==> config.mk <==
export PLATFORM = sky130hd
export DESIGN_NAME = apb_master_arbiter_flat
export DESIGN_NICKNAME = d
export VERILOG_FILES = /design/src/rtl/apb_master_arbiter_if.sv /design/src/rtl/apb_master_arbiter.sv /design/src/flat_wrapper.sv
export SDC_FILE = /design/constraint.sdc
export NUM_CORES = 1
export LEC_CHECK = 0
export BUFFER_PORTS_ARGS = -buffer_cell sky130_fd_sc_hd__buf_2
export CORE_UTILIZATION = 45
export DETAILED_ROUTE_END_ITERATION = 6
export HOLD_SLACK_MARGIN = 0.15
export PLACE_DENSITY = 0.81
export RECOVER_POWER = 25
export SLEW_MARGIN = 20
export SYNTH_ARGS = -nofsm -noshare
export SYNTH_HDL_FRONTEND = slang
export SYNTH_SLANG_ARGS = --single-unit
export TNS_END_PERCENT = 50
==> constraint.sdc <==
create_clock -name apb_clk -period 3.3 [get_ports apb_clk]
set_input_delay 0.165 -clock apb_clk [delete_from_list [all_inputs] [get_ports apb_clk]]
set_output_delay 0.165 -clock apb_clk [all_outputs]
set_load 0.005 [all_outputs]
==> src/rtl/apb_master_arbiter_if.sv <==
// Bus bundle for apb_master_arbiter: requester handshake on one side,
// APB master signals toward the register bridge on the other.
interface apb_master_arbiter_if #(
  parameter int NUM_REQ = 2,
  parameter int ADDR_W  = 19
);

  logic [NUM_REQ-1:0]        req_valid;
  logic [NUM_REQ-1:0]        req_write;
  logic [NUM_REQ*ADDR_W-1:0] req_addr;
  logic [NUM_REQ*32-1:0]     req_wdata;
  logic [NUM_REQ-1:0]        req_done;
  logic [31:0]               req_rdata;
  logic                      req_err;
  logic                      busy;

  logic [ADDR_W-1:0]         m_paddr;
  logic                      m_psel;
  logic                      m_penable;
  logic                      m_pwrite;
  logic [31:0]               m_pwdata;
  logic [31:0]               m_prdata;
  logic                      m_pready;

  modport master (
    input  req_valid,
    input  req_write,
    input  req_addr,
    input  req_wdata,
    input  m_prdata,
    input  m_pready,
    output req_done,
    output req_rdata,
    output req_err,
    output busy,
    output m_paddr,
    output m_psel,
    output m_penable,
    output m_pwrite,
    output m_pwdata
  );

  modport slave (
    output req_valid,
    output req_write,
    output req_addr,
    output req_wdata,
    output m_prdata,
    output m_pready,
    input  req_done,
    input  req_rdata,
    input  req_err,
    input  busy,
    input  m_paddr,
    input  m_psel,
    input  m_penable,
    input  m_pwrite,
    input  m_pwdata
  );

endinterface

==> src/rtl/apb_master_arbiter.sv <==
// Round-robin arbiter sharing one APB master between NUM_REQ requesters.
// One transfer at a time; a bounded ACCESS phase keeps the bus from hanging.
module apb_master_arbiter #(
  parameter int NUM_REQ = 2,
  parameter int ADDR_W  = 19,
  parameter int TIMEOUT = 255
) (
  input  logic                 apb_clk,
  input  logic                 apb_rst,
  apb_master_arbiter_if.master bus
);

  localparam int IW = $clog2(NUM_REQ);
  localparam int KW = IW + 1;
  localparam bit TO_EN = (TIMEOUT > 0);
  localparam int CW = TO_EN ? $clog2(TIMEOUT + 1) : 1;

  localparam logic [CW-1:0] CNT_MAX  = {CW{1'b1}};
  localparam logic [CW-1:0] CNT_LAST =
    CW'(TO_EN ? TIMEOUT - 1 : 0);

  localparam logic [1:0] S_IDLE   = 2'd0;
  localparam logic [1:0] S_SETUP  = 2'd1;
  localparam logic [1:0] S_ACCESS = 2'd2;

  logic [1:0]         state_q, state_d;
  logic [IW-1:0]      ptr_q, ptr_d;
  logic [IW-1:0]      win_q, win_d;
  logic [CW-1:0]      cnt_q, cnt_d;

  logic [ADDR_W-1:0]  paddr_q, paddr_d;
  logic               pwrite_q, pwrite_d;
  logic [31:0]        pwdata_q, pwdata_d;
  logic               psel_q, psel_d;
  logic               penable_q, penable_d;
  logic               busy_q, busy_d;

  logic [NUM_REQ-1:0] done_q, done_d;
  logic [31:0]        rdata_q, rdata_d;
  logic               err_q, err_d;

  logic [NUM_REQ-1:0] elig;
  logic [IW-1:0]      win;
  logic               found;
  logic [KW-1:0]      k;

  logic [ADDR_W-1:0]  w_addr;
  logic [31:0]        w_wdata;
  logic               w_write;

  // A requester whose done pulse is high this cycle is not re-granted
  // until its valid is re-sampled on the following cycle.
  always_comb begin
    elig  = bus.req_valid & ~done_q;
    win   = '0;
    found = 1'b0;
    k     = '0;
    for (int i = 0; i < NUM_REQ; i++) begin
      k = {1'b0, ptr_q} + KW'(i);
      if (k >= KW'(NUM_REQ)) begin
        k = k - KW'(NUM_REQ);
      end
      if (!found && elig[k[IW-1:0]]) begin
        found = 1'b1;
        win   = k[IW-1:0];
      end
    end
  end

  assign w_addr  = bus.req_addr[win*ADDR_W +: ADDR_W];
  assign w_wdata = bus.req_wdata[win*32 +: 32];
  assign w_write = bus.req_write[win];

  always_comb begin
    state_d   = state_q;
    ptr_d     = ptr_q;
    win_d     = win_q;
    cnt_d     = cnt_q;
    paddr_d   = paddr_q;
    pwrite_d  = pwrite_q;
    pwdata_d  = pwdata_q;
    psel_d    = psel_q;
    penable_d = penable_q;
    busy_d    = busy_q;
    done_d    = '0;
    rdata_d   = '0;
    err_d     = 1'b0;

    case (state_q)
      S_IDLE: begin
        psel_d    = 1'b0;
        penable_d = 1'b0;
        busy_d    = 1'b0;
        if (found) begin
          state_d  = S_SETUP;
          win_d    = win;
          paddr_d  = w_addr;
          pwrite_d = w_write;
          pwdata_d = w_wdata;
          psel_d   = 1'b1;
          busy_d   = 1'b1;
          cnt_d    = '0;
          if (win == IW'(NUM_REQ - 1)) begin
            ptr_d = '0;
          end else begin
            ptr_d = win + 1'b1;
          end
        end
      end

      S_SETUP: begin
        state_d   = S_ACCESS;
        psel_d    = 1'b1;
        penable_d = 1'b1;
        busy_d    = 1'b1;
      end

      S_ACCESS: begin
        if (bus.m_pready) begin
          state_d       = S_IDLE;
          psel_d        = 1'b0;
          penable_d     = 1'b0;
          busy_d        = 1'b0;
          done_d[win_q] = 1'b1;
          rdata_d       = pwrite_q ? 32'h0 : bus.m_prdata;
        end else begin
          if (cnt_q != CNT_MAX) begin
            cnt_d = cnt_q + 1'b1;
          end
          if (TO_EN && cnt_q == CNT_LAST) begin
            state_d       = S_IDLE;
            psel_d        = 1'b0;
            penable_d     = 1'b0;
            busy_d        = 1'b0;
            done_d[win_q] = 1'b1;
            err_d         = 1'b1;
          end
        end
      end

      default: begin
        state_d   = S_IDLE;
        psel_d    = 1'b0;
        penable_d = 1'b0;
        busy_d    = 1'b0;
      end
    endcase
  end

  always_ff @(posedge apb_clk or posedge apb_rst) begin
    if (apb_rst) begin
      state_q   <= S_IDLE;
      ptr_q     <= '0;
      win_q     <= '0;
      cnt_q     <= '0;
      paddr_q   <= '0;
      pwrite_q  <= 1'b0;
      pwdata_q  <= '0;
      psel_q    <= 1'b0;
      penable_q <= 1'b0;
      busy_q    <= 1'b0;
      done_q    <= '0;
      rdata_q   <= '0;
      err_q     <= 1'b0;
    end else begin
      state_q   <= state_d;
      ptr_q     <= ptr_d;
      win_q     <= win_d;
      cnt_q     <= cnt_d;
      paddr_q   <= paddr_d;
      pwrite_q  <= pwrite_d;
      pwdata_q  <= pwdata_d;
      psel_q    <= psel_d;
      penable_q <= penable_d;
      busy_q    <= busy_d;
      done_q    <= done_d;
      rdata_q   <= rdata_d;
      err_q     <= err_d;
    end
  end

  assign bus.req_done  = done_q;
  assign bus.req_rdata = rdata_q;
  assign bus.req_err   = err_q;
  assign bus.busy      = busy_q;
  assign bus.m_paddr   = paddr_q;
  assign bus.m_psel    = psel_q;
  assign bus.m_penable = penable_q;
  assign bus.m_pwrite  = pwrite_q;
  assign bus.m_pwdata  = pwdata_q;

endmodule
==> src/flat_wrapper.sv <==
// flat-port wrapper written by rule: the top's interface ports become plain ports
module apb_master_arbiter_flat 
#(
  parameter int NUM_REQ = 2,
  parameter int ADDR_W  = 19,
  parameter int TIMEOUT = 255
)
  (apb_clk, apb_rst, bus_req_valid, bus_req_write, bus_req_addr, bus_req_wdata, bus_m_prdata, bus_m_pready, bus_req_done, bus_req_rdata, bus_req_err, bus_busy, bus_m_paddr, bus_m_psel, bus_m_penable, bus_m_pwrite, bus_m_pwdata);
  apb_master_arbiter_if #(.NUM_REQ(NUM_REQ), .ADDR_W(ADDR_W)) bus_i ();
  input  logic apb_clk;
  input  logic apb_rst;
  input wire logic [$bits(bus_i.req_valid)-1:0] bus_req_valid;
  input wire logic [$bits(bus_i.req_write)-1:0] bus_req_write;
  input wire logic [$bits(bus_i.req_addr)-1:0] bus_req_addr;
  input wire logic [$bits(bus_i.req_wdata)-1:0] bus_req_wdata;
  input wire logic [$bits(bus_i.m_prdata)-1:0] bus_m_prdata;
  input wire logic [$bits(bus_i.m_pready)-1:0] bus_m_pready;
  output wire logic [$bits(bus_i.req_done)-1:0] bus_req_done;
  output wire logic [$bits(bus_i.req_rdata)-1:0] bus_req_rdata;
  output wire logic [$bits(bus_i.req_err)-1:0] bus_req_err;
  output wire logic [$bits(bus_i.busy)-1:0] bus_busy;
  output wire logic [$bits(bus_i.m_paddr)-1:0] bus_m_paddr;
  output wire logic [$bits(bus_i.m_psel)-1:0] bus_m_psel;
  output wire logic [$bits(bus_i.m_penable)-1:0] bus_m_penable;
  output wire logic [$bits(bus_i.m_pwrite)-1:0] bus_m_pwrite;
  output wire logic [$bits(bus_i.m_pwdata)-1:0] bus_m_pwdata;
  assign bus_i.req_valid = bus_req_valid;
  assign bus_i.req_write = bus_req_write;
  assign bus_i.req_addr = bus_req_addr;
  assign bus_i.req_wdata = bus_req_wdata;
  assign bus_i.m_prdata = bus_m_prdata;
  assign bus_i.m_pready = bus_m_pready;
  assign bus_req_done = bus_i.req_done;
  assign bus_req_rdata = bus_i.req_rdata;
  assign bus_req_err = bus_i.req_err;
  assign bus_busy = bus_i.busy;
  assign bus_m_paddr = bus_i.m_paddr;
  assign bus_m_psel = bus_i.m_psel;
  assign bus_m_penable = bus_i.m_penable;
  assign bus_m_pwrite = bus_i.m_pwrite;
  assign bus_m_pwdata = bus_i.m_pwdata;
  apb_master_arbiter #(.NUM_REQ(NUM_REQ), .ADDR_W(ADDR_W), .TIMEOUT(TIMEOUT)) u_core (.apb_clk(apb_clk), .apb_rst(apb_rst), .bus(bus_i));
endmodule
==> impl_metrics.env, run 1 <==
export IMPL_outcome="did not finish"
export IMPL_outcome_stop_stage="clock tree synthesis (4_1_cts)"
export IMPL_flow_first_error="[ERROR RSZ-0060] Max buffer count reached."
export IMPL_synth_nets=483
export IMPL_synth_lib_cells_used_distinct=41
export IMPL_synth_largest_type_area_fraction=0.599
export IMPL_cts_repair_timing_setup_buffer_count=0
export IMPL_postSynthRegisterBits=101
export IMPL_chipWidth_um=98.8
export IMPL_detailedPlacementHpwl_um=8620
export IMPL_post_synth_fa_ha_maj_area_fraction=0.00593
export IMPL_synthesis_yosys_warnings=0
export IMPL_synthesis_area_per_instance_um2=12.4
export IMPL_cts_root_buffer_cell="clkbuf_8"
export IMPL_floorplan_io_pins=231
export IMPL_floorplan_die_height_um=98.8
export IMPL_cts_sink_cnt=101
export IMPL_synth_edff_count=0
export IMPL_mapped_cells=340
export IMPL_yosysSeqAreaShare=0.599
export IMPL_syn_area_um2=4220
export IMPL_cts_hold_buf=137
export IMPL_post_synth_main_area_contributors="dfrtp_1 60%, and2_1 13%, a221o_1 12%, buf_6 1.9%, nand2_1 0.98%"
export IMPL_synthFlopType="dfrtp_1"
export IMPL_cts_made_buffers=9
export IMPL_number_of_buffer_cells_added_on_primary_ports=230
export IMPL_synthSimpleGateAreaFrac=0.184
export IMPL_synthXorXnorAreaFrac=0
export IMPL_synth_mux_area_frac=0
export IMPL_floorplan_rows=34
export IMPL_post_cts_resized=0
export IMPL_asyncSetResetFlopFracSynth=1.00
export IMPL_synth_top_family_by_area="simple AND/OR/NAND/NOR gates"
export IMPL_synth_compound_area_share=0.168
export IMPL_cts_buffer_depth=2
export IMPL_gp_routability_congestion=0.839
export IMPL_htree_levels=3
export IMPL_floorplan_initialDensity=0.475
export IMPL_yosys_area_top_type="dfrtp_1"
## cell families after synthesis
| logic type | count (synthesis) |
|---|---|
| adder cells (fa/ha/maj) | 2 |
| AO/OA/AOI/OAI | 76 |
| flip-flops | 101 |
| AND/OR/NAND/NOR | 129 |
| buffers and inverters | 32 |
## through the flow
stage          worst slack (ns)   util  std cells  cell area (um2)
3_5_place_dp               1.12  0.609        659             5420
3_3_place_gp               1.23  0.609        659             5420
2_1_floorplan             0.488      -        340             4220
## Yosys cell counts (all sizes together), types with 2 or more instances
master and n:
a21o 2, a21oi 4, a221o 52, a311o 2
a31oi 2, a41oi 2, and2 85, and3 2
buf 16, clkbuf 9, dfrtp 101, ha 2
inv 7, nand2 11, nand2b 3, nand3 7
nor2 6, nor2b 3, nor3 4, nor4 3
o21ai 4
==> inputs of run 2 (changes only) <==
--- a/config.mk
+++ b/config.mk
@@ -6,10 +6,9 @@
 export NUM_CORES = 1
 export LEC_CHECK = 0
 export BUFFER_PORTS_ARGS = -buffer_cell sky130_fd_sc_hd__buf_2
-export CORE_UTILIZATION = 45
+export CORE_UTILIZATION = 40
 export DETAILED_ROUTE_END_ITERATION = 6
-export HOLD_SLACK_MARGIN = 0.15
-export PLACE_DENSITY = 0.81
+export PLACE_DENSITY_LB_ADDON = 0.15
 export RECOVER_POWER = 25
 export SLEW_MARGIN = 20
 export SYNTH_ARGS = -nofsm -noshare
==> impl_metrics.env, run 2 <==
export IMPL_mapped_cells=340
export IMPL_groute_layer_met2_usage=0.408
export IMPL_clock_latency_ns=0.37
export IMPL_p_per_area_nw_per_um2=733
export IMPL_worstSetupStartpoint="u_core.bus.req_done[1]"
export IMPL_area_delta_synth_final_pct=50.3
export IMPL_sw_pwr_mw=1.56
export IMPL_postSynthRegisterBits=101
export IMPL_synth_mux_area_frac=0
export IMPL_cts_root_buffer_cell="clkbuf_8"
export IMPL_crit_required_ns=3.56
export IMPL_cts_made_buffers=9
export IMPL_power_leakage_nw=3.21
export IMPL_synth_compound_area_share=0.168
export IMPL_crit_share_post_route=0.875
export IMPL_detailedRoute_firstPassIterationCount=4
export IMPL_critPathLaunchType="flip-flop"
export IMPL_yosys_area_top_type="dfrtp_1"
export IMPL_placed_cell_area_um2=5450
export IMPL_cts_buffer_depth=2
export IMPL_synth_lib_cells_used_distinct=41
export IMPL_grt_busiest_layer="met2"
export IMPL_holdCritPathClass="input port to flip-flop"
export IMPL_post_layout_minimum_cycle_time_ns=2.89
export IMPL_timing_slew_headroom=-0.565
export IMPL_finish_net_count=780
export IMPL_drc=0
export IMPL_finalWorstSetupSlack_ns=0.413
export IMPL_cts_repair_timing_setup_buffer_count=0
export IMPL_number_of_antenna_violations_at_the_first_check_in_global_routing=0
export IMPL_global_route_wire_length_before_repair_um=20600
export IMPL_design_core_area_um2=10300
export IMPL_via_count=3964
export IMPL_finalClockSkew_ns=0.00952
export IMPL_maximum_number_of_pins_on_one_net_before_global_route_repair=65
export IMPL_avgViaCountPerCell=5.10
export IMPL_synth_top_family_by_area="simple AND/OR/NAND/NOR gates"
export IMPL_part_of_the_power_in_the_clock_network=0.174
export IMPL_detailedPlacementHpwl_um=8170
export IMPL_tritoncts="yes"
export IMPL_chipWidth_um=105
export IMPL_outcome="finished with violations"
export IMPL_worst_reg2reg_path_startpoint="u_core.bus.req_done[1]"
export IMPL_syn_area_um2=4220
export IMPL_netlist_top_cells_count="101 x dfrtp_1, 85 x and2_1, 52 x a221o_1, 11 x nand2_1, 9 x clkbuf_1"
export IMPL_cts_sink_cnt=101
export IMPL_synthXorXnorAreaFrac=0
export IMPL_slew_violations=65
export IMPL_synthFlopType="dfrtp_1"
export IMPL_drt_wl_total_um=12700
export IMPL_drt_wirelength_per_cell_um=16.4
export IMPL_setup_total_negative_slack_ns=0
export IMPL_synth_nets=483
export IMPL_synthesis_area_per_instance_um2=12.4
export IMPL_timing_hold_violations_final=0
export IMPL_synthSimpleGateAreaFrac=0.184
export IMPL_p_sw_frac=0.335
export IMPL_timing_final_setup_violations=0
export IMPL_synth_edff_count=0
export IMPL_floorplan_io_pins=231
export IMPL_worst_setup_path_type="flip-flop to flip-flop"
export IMPL_fmaxAchievable_ghz=0.346
export IMPL_floorplan_die_height_um=105
export IMPL_violations="max-capacitance violations, max-slew violations"
export IMPL_layout_common_cells="196 x buf_2, 101 x dfrtp_1, 84 x and2_1, 74 x dlygate4sd3_1, 52 x a221o_1"
export IMPL_first_iter_violations=206
export IMPL_pre_cts_ws_ns=0.975
export IMPL_power_share_combinational=0.422
export IMPL_worst_slew_pin_transition_ns=2.34
export IMPL_floorplan_rows=37
export IMPL_ant_nets=0
export IMPL_insertedDiodeCount=0
export IMPL_vdd_drop_max_uv=465
export IMPL_post_synth_main_area_contributors="dfrtp_1 60%, and2_1 13%, a221o_1 12%, buf_6 1.9%, nand2_1 0.98%"
export IMPL_die_area_um2=11000
export IMPL_asyncSetResetFlopFracSynth=1.00
export IMPL_layout_core_utilization=0.617
export IMPL_post_synth_fa_ha_maj_area_fraction=0.00593
export IMPL_post_synth_top_count_cell="dfrtp_1"
export IMPL_synthesis_yosys_warnings=0
export IMPL_htree_levels=3
export IMPL_final_layout_size_suffix_gt1_frac=0.352
export IMPL_layout_commonest_cell="buf_2"
export IMPL_path_max_fanout=35
export IMPL_synth_largest_type_area_fraction=0.599
export IMPL_part_of_the_total_power_dissipated_in_sequential_elements=0.404
export IMPL_grt_use_total=0.240
export IMPL_rsz0062_at_grt="false"
export IMPL_max_cap_violations=1
export IMPL_met3_demand_to_capacity_share_in_global_routing=0.0667
export IMPL_worstSetupEndpointType="flip-flop"
export IMPL_worst_hold_startpoint="bus_req_wdata[51]"
export IMPL_congestion_overflow_gr=0
export IMPL_clkTransAtPathRegs_ns=0.10
export IMPL_finish_instance_area_um2=6340
export IMPL_globalRouteMet1Util=0.282
export IMPL_floorplan_initialDensity=0.411
export IMPL_cell_internal_pwr_mw=3.09
export IMPL_number_of_buffer_cells_added_on_primary_ports=230
export IMPL_gp_routability_congestion=0.822
export IMPL_grt_pass1_vias=4158
export IMPL_data_arrival_time_at_the_worst_slack_endpoint_ns=3.15
export IMPL_yosysSeqAreaShare=0.599
[run 2: area by class of cell]
type                            count  area [um2]
Sequential cell                   101        2530
Multi-Input combinational cell    207        1520
Clock inverter                      5        58.8
Timing Repair Buffer              311        1900
Clock buffer                       11         141
Tap cell                          136         170
Inverter                            7        26.3
Fill cell                         878        3930
[run 2: metrics by stage]
step / cells / hold slack, ns / total power [mW]
4_1_cts: 772 / 0.000376 / 4.67
5_1_grt: 778 / 0.000300 / 4.96
3_5_place_dp: 688 / 0.367 / 3.61
6_report: 778 / 0.0207 / 4.65
3_3_place_gp: 688 / 0.356 / 3.56
2_1_floorplan: 340 / 0.294 / 2.94
[run 2: final timing paths]
path,to,slack [ns],cells after the start
worst max-delay path,u_core.bus.m_pwdata[31],0.41,7
min in group asynchronous,u_core.bus.req_rdata[26],1.12,3
worst max register to register,u_core.bus.m_pwdata[31],0.41,7
worst min register to register,u_core.bus.req_done[0],0.47,1
max in group asynchronous,u_core.bus.m_pwdata[4],0.84,3
worst min-delay path,u_core.bus.m_pwdata[19],0.02,2
[run 2: kinds of logic (layout without fill, tap and decap cells)]
family / count (synthesis) / after routing
fa+ha+maj: 2 / 2
flops: 101 / 101
compound gates: 76 / 76
simple gates: 129 / 129
buf+inv: 32 / 334
[run 2: critical path, stage by stage, from the launching register on]
cell and delay [ns]:
dfrtp_1 0.40, nor2b_4 0.06, o21ai_4 0.65, inv_2 0.11, and2_2 0.34, buf_4 0.31
a221o_1 0.32, dlygate4sd3_1 0.57
[run 2: routing by layer]
| layer | part of all wire | vias up |
|---|---|---|
| li1 | - | 1822 |
| met1 | 0.40 | 1939 |
| met2 | 0.51 | 174 |
| met3 | 0.067 | 29 |
| met4 | 0.026 | 0 |
| met5 | 0 | - |
[run 2: power by group through the flow]
stage	sequential (mW)	clock [mW]	combinational, mW
3_3_place_gp	1.88	0	1.68
4_1_cts	1.87	0.837	1.96
6_report	1.88	0.809	1.96
3_5_place_dp	1.87	0	1.74
2_1_floorplan	1.89	0	1.05
5_1_grt	1.92	0.879	2.16
[run 2: repair_timing]
| action | 4_1_cts | 5_1_grt |
|---|---|---|
| hold buffers | 68 | 6 |
| setup endpoints to repair | 0 | 0 |
| resized for setup | 0 | 0 |
| endpoints found under the hold margin | 113 | 4 |
Power figures use the tool's default switching activity.
